**src/rtl/data_mem_responder_pkg.sv**
```systemverilog
// data_mem_responder_pkg
// Shared definitions for the data-memory responder:
//   - default size of the memory-mapped register window
//   - register offsets inside that window and CTRL bit positions
//   - a register-select enum plus the helper that decodes an offset into it
// Optional timer: compiled in only when DATA_MEM_TIMER_EN is defined.
package data_mem_responder_pkg;

  localparam int MMIO_SIZE_DEFAULT = 16;

  localparam int OFF_GPIO_OUT = 0;
  localparam int OFF_GPIO_IN  = 1;
  localparam int OFF_CTRL     = 2;
  localparam int OFF_RELOAD   = 3;
  localparam int OFF_COUNT    = 4;
  localparam int OFF_PRESCALE = 5;

  localparam int CTRL_EN_BIT   = 0;
  localparam int CTRL_AUTO_BIT = 1;
  localparam int CTRL_EXP_BIT  = 7;

  // REG_RAM marks the plain RAM range; REG_NONE marks unused register slots.
  typedef enum logic [2:0] {
    REG_RAM,
    REG_GPIO_OUT,
    REG_GPIO_IN,
    REG_CTRL,
    REG_RELOAD,
    REG_COUNT,
    REG_PRESCALE,
    REG_NONE
  } mmio_reg_e;

  function automatic mmio_reg_e decode_offset(input int off);
    case (off)
      OFF_GPIO_OUT: return REG_GPIO_OUT;
      OFF_GPIO_IN:  return REG_GPIO_IN;
      OFF_CTRL:     return REG_CTRL;
      OFF_RELOAD:   return REG_RELOAD;
      OFF_COUNT:    return REG_COUNT;
      OFF_PRESCALE: return REG_PRESCALE;
      default:      return REG_NONE;
    endcase
  endfunction

endpackage

```
**src/rtl/data_mem_responder_if.sv**
```systemverilog
// data_mem_responder_if
// Data-memory bus between the core (master) and the responder (slave).
//   mem_addr   : address from the core
//   mem_WE     : write enable, a write happens on the clock edge where it is high
//   mem_data_i : write data from the core
//   mem_data_o : registered read data back to the core
interface data_mem_responder_if #(
  parameter int ADDR_WIDTH = 8,
  parameter int DATA_WIDTH = 8
);

  logic [ADDR_WIDTH-1:0] mem_addr;
  logic                  mem_WE;
  logic [DATA_WIDTH-1:0] mem_data_i;
  logic [DATA_WIDTH-1:0] mem_data_o;

  modport master (output mem_addr, output mem_WE, output mem_data_i, input mem_data_o);
  modport slave  (input mem_addr, input mem_WE, input mem_data_i, output mem_data_o);

endinterface

```
**src/rtl/data_mem_responder_timer.sv**
```systemverilog
// mmio_timer
// Prescaled down-counting timer behind the CTRL/RELOAD/COUNT/PRESCALE registers.
// Instantiated by data_mem_responder only when DATA_MEM_TIMER_EN is defined.
// Ports:
//   clk, arst : clock and asynchronous active-high reset
//   wr_en     : CPU write strobe (qualified by reg_sel)
//   reg_sel   : register addressed by the current bus cycle
//   wr_data   : CPU write data
//   rd_data   : combinational read value of the selected timer register
//   irq       : registered one-cycle pulse on each expiry
module mmio_timer
  import data_mem_responder_pkg::*;
#(
  parameter int DATA_WIDTH = 8
) (
  input  logic                  clk,
  input  logic                  arst,
  input  logic                  wr_en,
  input  mmio_reg_e             reg_sel,
  input  logic [DATA_WIDTH-1:0] wr_data,
  output logic [DATA_WIDTH-1:0] rd_data,
  output logic                  irq
);

  localparam logic [DATA_WIDTH-1:0] ONE = DATA_WIDTH'(1);

  logic                  en_q, en_d;
  logic                  auto_q, auto_d;
  logic                  exp_q, exp_d;
  logic                  irq_q, irq_d;
  logic [DATA_WIDTH-1:0] reload_q, reload_d;
  logic [DATA_WIDTH-1:0] count_q, count_d;
  logic [DATA_WIDTH-1:0] prescale_q, prescale_d;
  logic [DATA_WIDTH-1:0] pcnt_q, pcnt_d;
  logic                  tick;
  logic                  expire;

  assign tick   = en_q && (pcnt_q == prescale_q);
  assign expire = tick && (count_q == '0);

  always_comb begin
    en_d       = en_q;
    auto_d     = auto_q;
    exp_d      = exp_q;
    irq_d      = 1'b0;
    reload_d   = reload_q;
    count_d    = count_q;
    prescale_d = prescale_q;
    pcnt_d     = pcnt_q;

    if (en_q) begin
      pcnt_d = tick ? '0 : pcnt_q + ONE;
    end

    if (wr_en) begin
      case (reg_sel)
        REG_CTRL: begin
          en_d   = wr_data[CTRL_EN_BIT];
          auto_d = wr_data[CTRL_AUTO_BIT];
          if (wr_data[CTRL_EXP_BIT]) begin
            exp_d = 1'b0;
          end
          // Only a 0->1 enable restarts the period; re-writing EN=1 leaves it running.
          if (wr_data[CTRL_EN_BIT] && !en_q) begin
            count_d = reload_q;
            pcnt_d  = '0;
          end
        end
        REG_RELOAD:   reload_d   = wr_data;
        REG_PRESCALE: prescale_d = wr_data;
        default: ;
      endcase
    end

    // Timer events come after the CPU write so expiry wins over an EXP clear
    // and the pulse still goes out when the CPU stops the timer in the same cycle.
    if (tick) begin
      if (expire) begin
        exp_d = 1'b1;
        irq_d = 1'b1;
        if (auto_q) begin
          count_d = reload_q;
        end else begin
          en_d = 1'b0;
        end
      end else begin
        count_d = count_q - ONE;
      end
    end
  end

  always_ff @(posedge clk or posedge arst) begin
    if (arst) begin
      en_q       <= 1'b0;
      auto_q     <= 1'b0;
      exp_q      <= 1'b0;
      irq_q      <= 1'b0;
      reload_q   <= '0;
      count_q    <= '0;
      prescale_q <= '0;
      pcnt_q     <= '0;
    end else begin
      en_q       <= en_d;
      auto_q     <= auto_d;
      exp_q      <= exp_d;
      irq_q      <= irq_d;
      reload_q   <= reload_d;
      count_q    <= count_d;
      prescale_q <= prescale_d;
      pcnt_q     <= pcnt_d;
    end
  end

  always_comb begin
    rd_data = '0;
    case (reg_sel)
      REG_CTRL: begin
        rd_data[CTRL_EN_BIT]   = en_q;
        rd_data[CTRL_AUTO_BIT] = auto_q;
        rd_data[CTRL_EXP_BIT]  = exp_q;
      end
      REG_RELOAD:   rd_data = reload_q;
      REG_COUNT:    rd_data = count_q;
      REG_PRESCALE: rd_data = prescale_q;
      default:      rd_data = '0;
    endcase
  end

  assign irq = irq_q;

endmodule

```
**src/rtl/data_mem_responder.sv**
```systemverilog
// data_mem_responder
// Responder end of the core's data-memory port. The low address range is
// on-chip RAM; the top MMIO_SIZE addresses are registers (GPIO, optional timer).
// Ports:
//   clk, arst : clock and asynchronous active-high reset
//   bus       : data-memory bus (slave side), registered read data, 1-cycle latency
//   gpio_in   : external inputs, synchronised with two flops
//   gpio_out  : registered external outputs
//   timer_irq : one-cycle pulse on each timer expiry (0 without the timer)
// Build option: define DATA_MEM_TIMER_EN to include the timer registers.
module data_mem_responder
  import data_mem_responder_pkg::*;
#(
  parameter int ADDR_WIDTH = 8,
  parameter int DATA_WIDTH = 8,
  parameter int MMIO_SIZE  = MMIO_SIZE_DEFAULT
) (
  input  logic                   clk,
  input  logic                   arst,
  data_mem_responder_if.slave    bus,
  input  logic [DATA_WIDTH-1:0]  gpio_in,
  output logic [DATA_WIDTH-1:0]  gpio_out,
  output logic                   timer_irq
);

  localparam int                    RAM_DEPTH = 2**ADDR_WIDTH - MMIO_SIZE;
  localparam logic [ADDR_WIDTH-1:0] MMIO_BASE = ADDR_WIDTH'(RAM_DEPTH);

  logic [DATA_WIDTH-1:0] ram [RAM_DEPTH];
  mmio_reg_e             reg_sel;
  logic [DATA_WIDTH-1:0] timer_rd;
  logic [DATA_WIDTH-1:0] rdata_q, rdata_d;
  logic [DATA_WIDTH-1:0] gpio_out_q, gpio_out_d;
  logic [DATA_WIDTH-1:0] sync1_q, sync2_q;

  always_comb begin
    if (bus.mem_addr >= MMIO_BASE) begin
      reg_sel = decode_offset(int'(bus.mem_addr - MMIO_BASE));
    end else begin
      reg_sel = REG_RAM;
    end
  end

  // RAM contents are deliberately not reset.
  always_ff @(posedge clk) begin
    if (bus.mem_WE && reg_sel == REG_RAM) begin
      ram[bus.mem_addr] <= bus.mem_data_i;
    end
  end

  // Read mux samples pre-edge state, which gives read-before-write for free.
  always_comb begin
    rdata_d = '0;
    case (reg_sel)
      REG_RAM:      rdata_d = ram[bus.mem_addr];
      REG_GPIO_OUT: rdata_d = gpio_out_q;
      REG_GPIO_IN:  rdata_d = sync2_q;
      default:      rdata_d = timer_rd;
    endcase
  end

  always_comb begin
    gpio_out_d = gpio_out_q;
    if (bus.mem_WE && reg_sel == REG_GPIO_OUT) begin
      gpio_out_d = bus.mem_data_i;
    end
  end

  always_ff @(posedge clk or posedge arst) begin
    if (arst) begin
      rdata_q    <= '0;
      gpio_out_q <= '0;
      sync1_q    <= '0;
      sync2_q    <= '0;
    end else begin
      rdata_q    <= rdata_d;
      gpio_out_q <= gpio_out_d;
      sync1_q    <= gpio_in;
      sync2_q    <= sync1_q;
    end
  end

`ifdef DATA_MEM_TIMER_EN
  mmio_timer #(
    .DATA_WIDTH (DATA_WIDTH)
  ) u_timer (
    .clk     (clk),
    .arst    (arst),
    .wr_en   (bus.mem_WE),
    .reg_sel (reg_sel),
    .wr_data (bus.mem_data_i),
    .rd_data (timer_rd),
    .irq     (timer_irq)
  );
`else
  assign timer_rd  = '0;
  assign timer_irq = 1'b0;
`endif

  assign bus.mem_data_o = rdata_q;
  assign gpio_out       = gpio_out_q;

endmodule

```
**src/flat_wrapper.sv**
```systemverilog
// flat-port wrapper written by rule: the top's interface ports become plain ports
module data_mem_responder_flat import data_mem_responder_pkg::*;
#(
  parameter int ADDR_WIDTH = 8,
  parameter int DATA_WIDTH = 8,
  parameter int MMIO_SIZE  = MMIO_SIZE_DEFAULT
)
  (clk, arst, gpio_in, gpio_out, timer_irq, bus_mem_addr, bus_mem_WE, bus_mem_data_i, bus_mem_data_o);
  data_mem_responder_if #(.ADDR_WIDTH(ADDR_WIDTH), .DATA_WIDTH(DATA_WIDTH)) bus_i ();
  input  logic clk;
  input  logic arst;
  input  logic [DATA_WIDTH-1:0] gpio_in;
  output logic [DATA_WIDTH-1:0] gpio_out;
  output logic timer_irq;
  input wire logic [$bits(bus_i.mem_addr)-1:0] bus_mem_addr;
  input wire logic [$bits(bus_i.mem_WE)-1:0] bus_mem_WE;
  input wire logic [$bits(bus_i.mem_data_i)-1:0] bus_mem_data_i;
  output wire logic [$bits(bus_i.mem_data_o)-1:0] bus_mem_data_o;
  assign bus_i.mem_addr = bus_mem_addr;
  assign bus_i.mem_WE = bus_mem_WE;
  assign bus_i.mem_data_i = bus_mem_data_i;
  assign bus_mem_data_o = bus_i.mem_data_o;
  data_mem_responder #(.ADDR_WIDTH(ADDR_WIDTH), .DATA_WIDTH(DATA_WIDTH), .MMIO_SIZE(MMIO_SIZE)) u_core (.clk(clk), .arst(arst), .bus(bus_i), .gpio_in(gpio_in), .gpio_out(gpio_out), .timer_irq(timer_irq));
endmodule
```
**config.mk**
```make
export PLATFORM = sky130hd
export DESIGN_NAME = data_mem_responder_flat
export DESIGN_NICKNAME = d
export VERILOG_FILES = /design/src/rtl/data_mem_responder_pkg.sv /design/src/rtl/data_mem_responder_if.sv /design/src/rtl/data_mem_responder_timer.sv /design/src/rtl/data_mem_responder.sv /design/src/flat_wrapper.sv
export SDC_FILE = /design/constraint.sdc
export NUM_CORES = 2
export LEC_CHECK = 0
export ABC_AREA = 1
export CAP_MARGIN = 15
export CORE_AREA = 2 2 628 505
export DETAILED_ROUTE_END_ITERATION = 6
export DIE_AREA = 0 0 630 507
export HOLD_SLACK_MARGIN = 0.02
export PLACE_DENSITY = 0.49
export SLEW_MARGIN = 20
export SYNTH_ARGS = -nofsm -noshare
export SYNTH_HDL_FRONTEND = slang
export SYNTH_SLANG_ARGS = --single-unit
```
**constraint.sdc**
```tcl
create_clock -name clk -period 1.4 [get_ports clk]
set_input_delay 0.14 -clock clk [delete_from_list [all_inputs] [get_ports clk]]
set_output_delay 0.14 -clock clk [all_outputs]
set_load 0.05 [all_outputs]
```
==> reports/qor.txt <==
top cell type's share of synthesized area = 73.8%
Critical Path Sink = u_core.bus.mem_data_o[7]
Reg2Reg Setup Slack = -0.41 ns
vias per cell = 4.46
first-pass GRT wire length = 371 mm
FF+latch count, synth = 1952
initial antenna violation count = 10
area taken by multi-input logic gates = 19600 sq um
largest net degree at the start of global routing = 69
IO buf count = 42
Die ar. = 319000 sq um
CP Class = reg2reg
fin util = 32.0%
Design Power = 126000 uW
CP Launch Type = register
Synth Warn # = 0
CTS tree = built
VDD IR max = 0.00102 V
clk root buf = clkbuf_16
DP HPWL = 170 mm
Starting Density = 24.9%
core footprint = 313000 sq um
total global routing overflow = 0
cts bufs inserted = 198
Max-Cap Viols = 0
Routed Antenna Nets = 0
maximum root-to-sink buffer count = 4
Critical Path Fanout Max = 1
fin worst setup slack = -0.409 ns
Unique masters post-synth = 28
synthesized instance count = 6932
pwr/cell area = 1260 nW/um^2
# fillers = 31517
Clock Latency Late Sink = 0.85 ns
Final #Nets = 7716
syn_nets = 6959
GR Util All Layers = 15.9%
Worst slew margin = 56.6%
crit path from = u_core.ram[136][7]
Ports = 44
commonest non-fill, non-tap cells in the layout = 2418 x nor2_1, 1920 x edfxtp_1, 1492 x nand2_1, 534 x buf_4, 279 x buf_12
Worst EP required = 2.13 ns
failing checks = negative setup slack
number of global-route vias before repair = 51497
Syn Std Cell Area = 78100 sq um
ys async rst share = 1.64%
Final GP Congestion = 0.881
crit end category = register
final WL = 262 mm
Lkg Pwr = 0.0368 uW
htree depth = 4
top cells by area, synth = edfxtp_1 74%, nor2_1 13%, nand2_1 7.6%
worst path arrival time = 2.53 ns
Slew Limit Fails = 0
DRC viols = 0
most common cell after layout, fill and taps aside = nor2_1
Post-Syn Area per Cell = 11.3 sq um
via count = 53674
Tcrit/Tclk final = 129%
Worst-Margin Slew = 0.651 ns
clk_skew = 0.0474 ns
R2R depth = 15
Clk pin slew, worst setup/hold paths = 0.06 ns
chip width = 630 um
worst r2r src = u_core.ram[136][7]
post-synth top area cell = edfxtp_1
final hold vios = 0
WL/cell = 21.8 um
clock tree sinks = 1952
RSZ-0062 raised after global routing = yes
Post-synth EDFFs = 1920
Setup Viol. Count Final = 29
First DRT Iteration DRCs = 6309
post-synthesis sequential area ratio = 74.9%
chip height = 507 um
Hold Path Class = in2reg
# rows = 184
share of cells above drive strength 1 = 19.5%
Post-synth top flop = edfxtp_1
register area = 58500 sq um
RR Endpoint = u_core.bus.mem_data_o[7]
min cycle time layout = 1.81 ns
P&R area growth vs syn = 28.2%
status = finished with violations
drt first pass iters = 5
f_max = 553 MHz
==> cell families after synthesis <==
family                 after synthesis  synth area share, %
AOI/OAI and AO/OA                  276                 1.93
buffers and inverters              372                 2.10
DFF                               1952                 74.9
muxes                                8                0.154
other                                1              0.00480
and+or+nand+nor                   4323                 21.0
==> synth_stat cells (8+ instances only) <==
| cell | n |
|---|---|
| a22oi_1 | 8 |
| a32o_1 | 8 |
| buf_1 | 13 |
| buf_2 | 157 |
| buf_4 | 8 |
| clkbuf_1 | 149 |
| dfrtp_1 | 32 |
| edfxtp_1 | 1920 |
| inv_1 | 34 |
| mux2_4 | 8 |
| nand2_1 | 1590 |
| nand3_1 | 36 |
| nand4_1 | 24 |
| nor2_1 | 2667 |
| o21ai_0 | 192 |
| o21ai_1 | 19 |
| o22ai_1 | 44 |
==> what timing repair did <==
item                                     CTS  global route
hold endpoints to repair                1863             0
endpoints found under the setup margin  1800           422
hold buffers                              18             0
setup buffers                             19            11
pin swaps                                148            56
gates cloned                               3             2
resized for setup                        307            99
==> report_power, final <==
group / leakage (uW) / switching, uW / total (uW) / internal (uW)
sequential: 0.0176 / 146 / 64500 / 64300
clock: 0.00296 / 22600 / 51700 / 29100
combinational: 0.0162 / 6560 / 9650 / 3090
==> stage by stage <==
step	hold slack (ns)	setup TNS, ns	instances	worst slack [ns]	area, sq um
floorplan	0.171	-968.54	6932	-0.644	78800
global placement	0.335	-2133.31	11632	-1.60	92400
detailed placement	0.335	-2102.26	11632	-1.56	92400
CTS	0.0846	-6.18	12005	-0.387	99700
global route	0.143	-6.97	12020	-0.481	100000
finish	0.121	-5.44	12023	-0.409	100000
==> registers in the layout, indices dropped and copies added (netlist names) <==
signal / count
u_core.bus.mem_data_o: 8
u_core.sync2_q: 8
u_core.sync1_q: 8
u_core.ram: 1920
u_core.gpio_out: 8
==> critical path, cell delays in order (launching register included) <==
cell and delay [ns]:
edfxtp_1 0.39, nand2_1 0.09, nand2_2 0.06, nand2_2 0.06, nand3_1 0.09, nand2_1 0.09
nand2_2 0.06, nor2_4 0.07, buf_4 0.11, nor2_2 0.06, nor2_2 0.20, nand2_1 0.07
nand2_1 0.08, nand2_2 0.07, o21ai_2 0.11, nand2_1 0.06
==> layout make-up <==
| type | count | area share (%) |
|---|---|---|
| Clock inverter | 88 | 0.800 |
| Clock buffer | 256 | 5.29 |
| Inverter | 43 | 0.202 |
| Sequential cell | 1952 | 58.4 |
| Tap cell | 4185 | 5.23 |
| Antenna cell | 5 | 0.0125 |
| Timing Repair Buffer | 886 | 10.5 |
| Multi-Input combinational cell | 4608 | 19.5 |
==> worst min path at each step <==
| stage | startpoint | end | cells past startpoint |
|---|---|---|---|
| after floorplan | gpio_in[0] | u_core.sync1_q[0] | 0 |
| after global placement | u_core.sync1_q[5] | u_core.sync2_q[5] | 0 |
| after detailed placement | u_core.sync1_q[5] | u_core.sync2_q[5] | 0 |
| after CTS | bus_mem_addr[7] | u_core.bus.mem_data_o[6] | 7 |
| after global routing | bus_mem_addr[5] | u_core.bus.mem_data_o[7] | 7 |
| final | bus_mem_addr[7] | u_core.bus.mem_data_o[6] | 7 |
==> routing by layer <==
metal	track usage (%)	wire length (um)
met4	4.17	6580
met2	23.4	111000
met3	3.39	21800
met1	23.6	122000
met5	0	11
(Power assumes the default switching activity.)
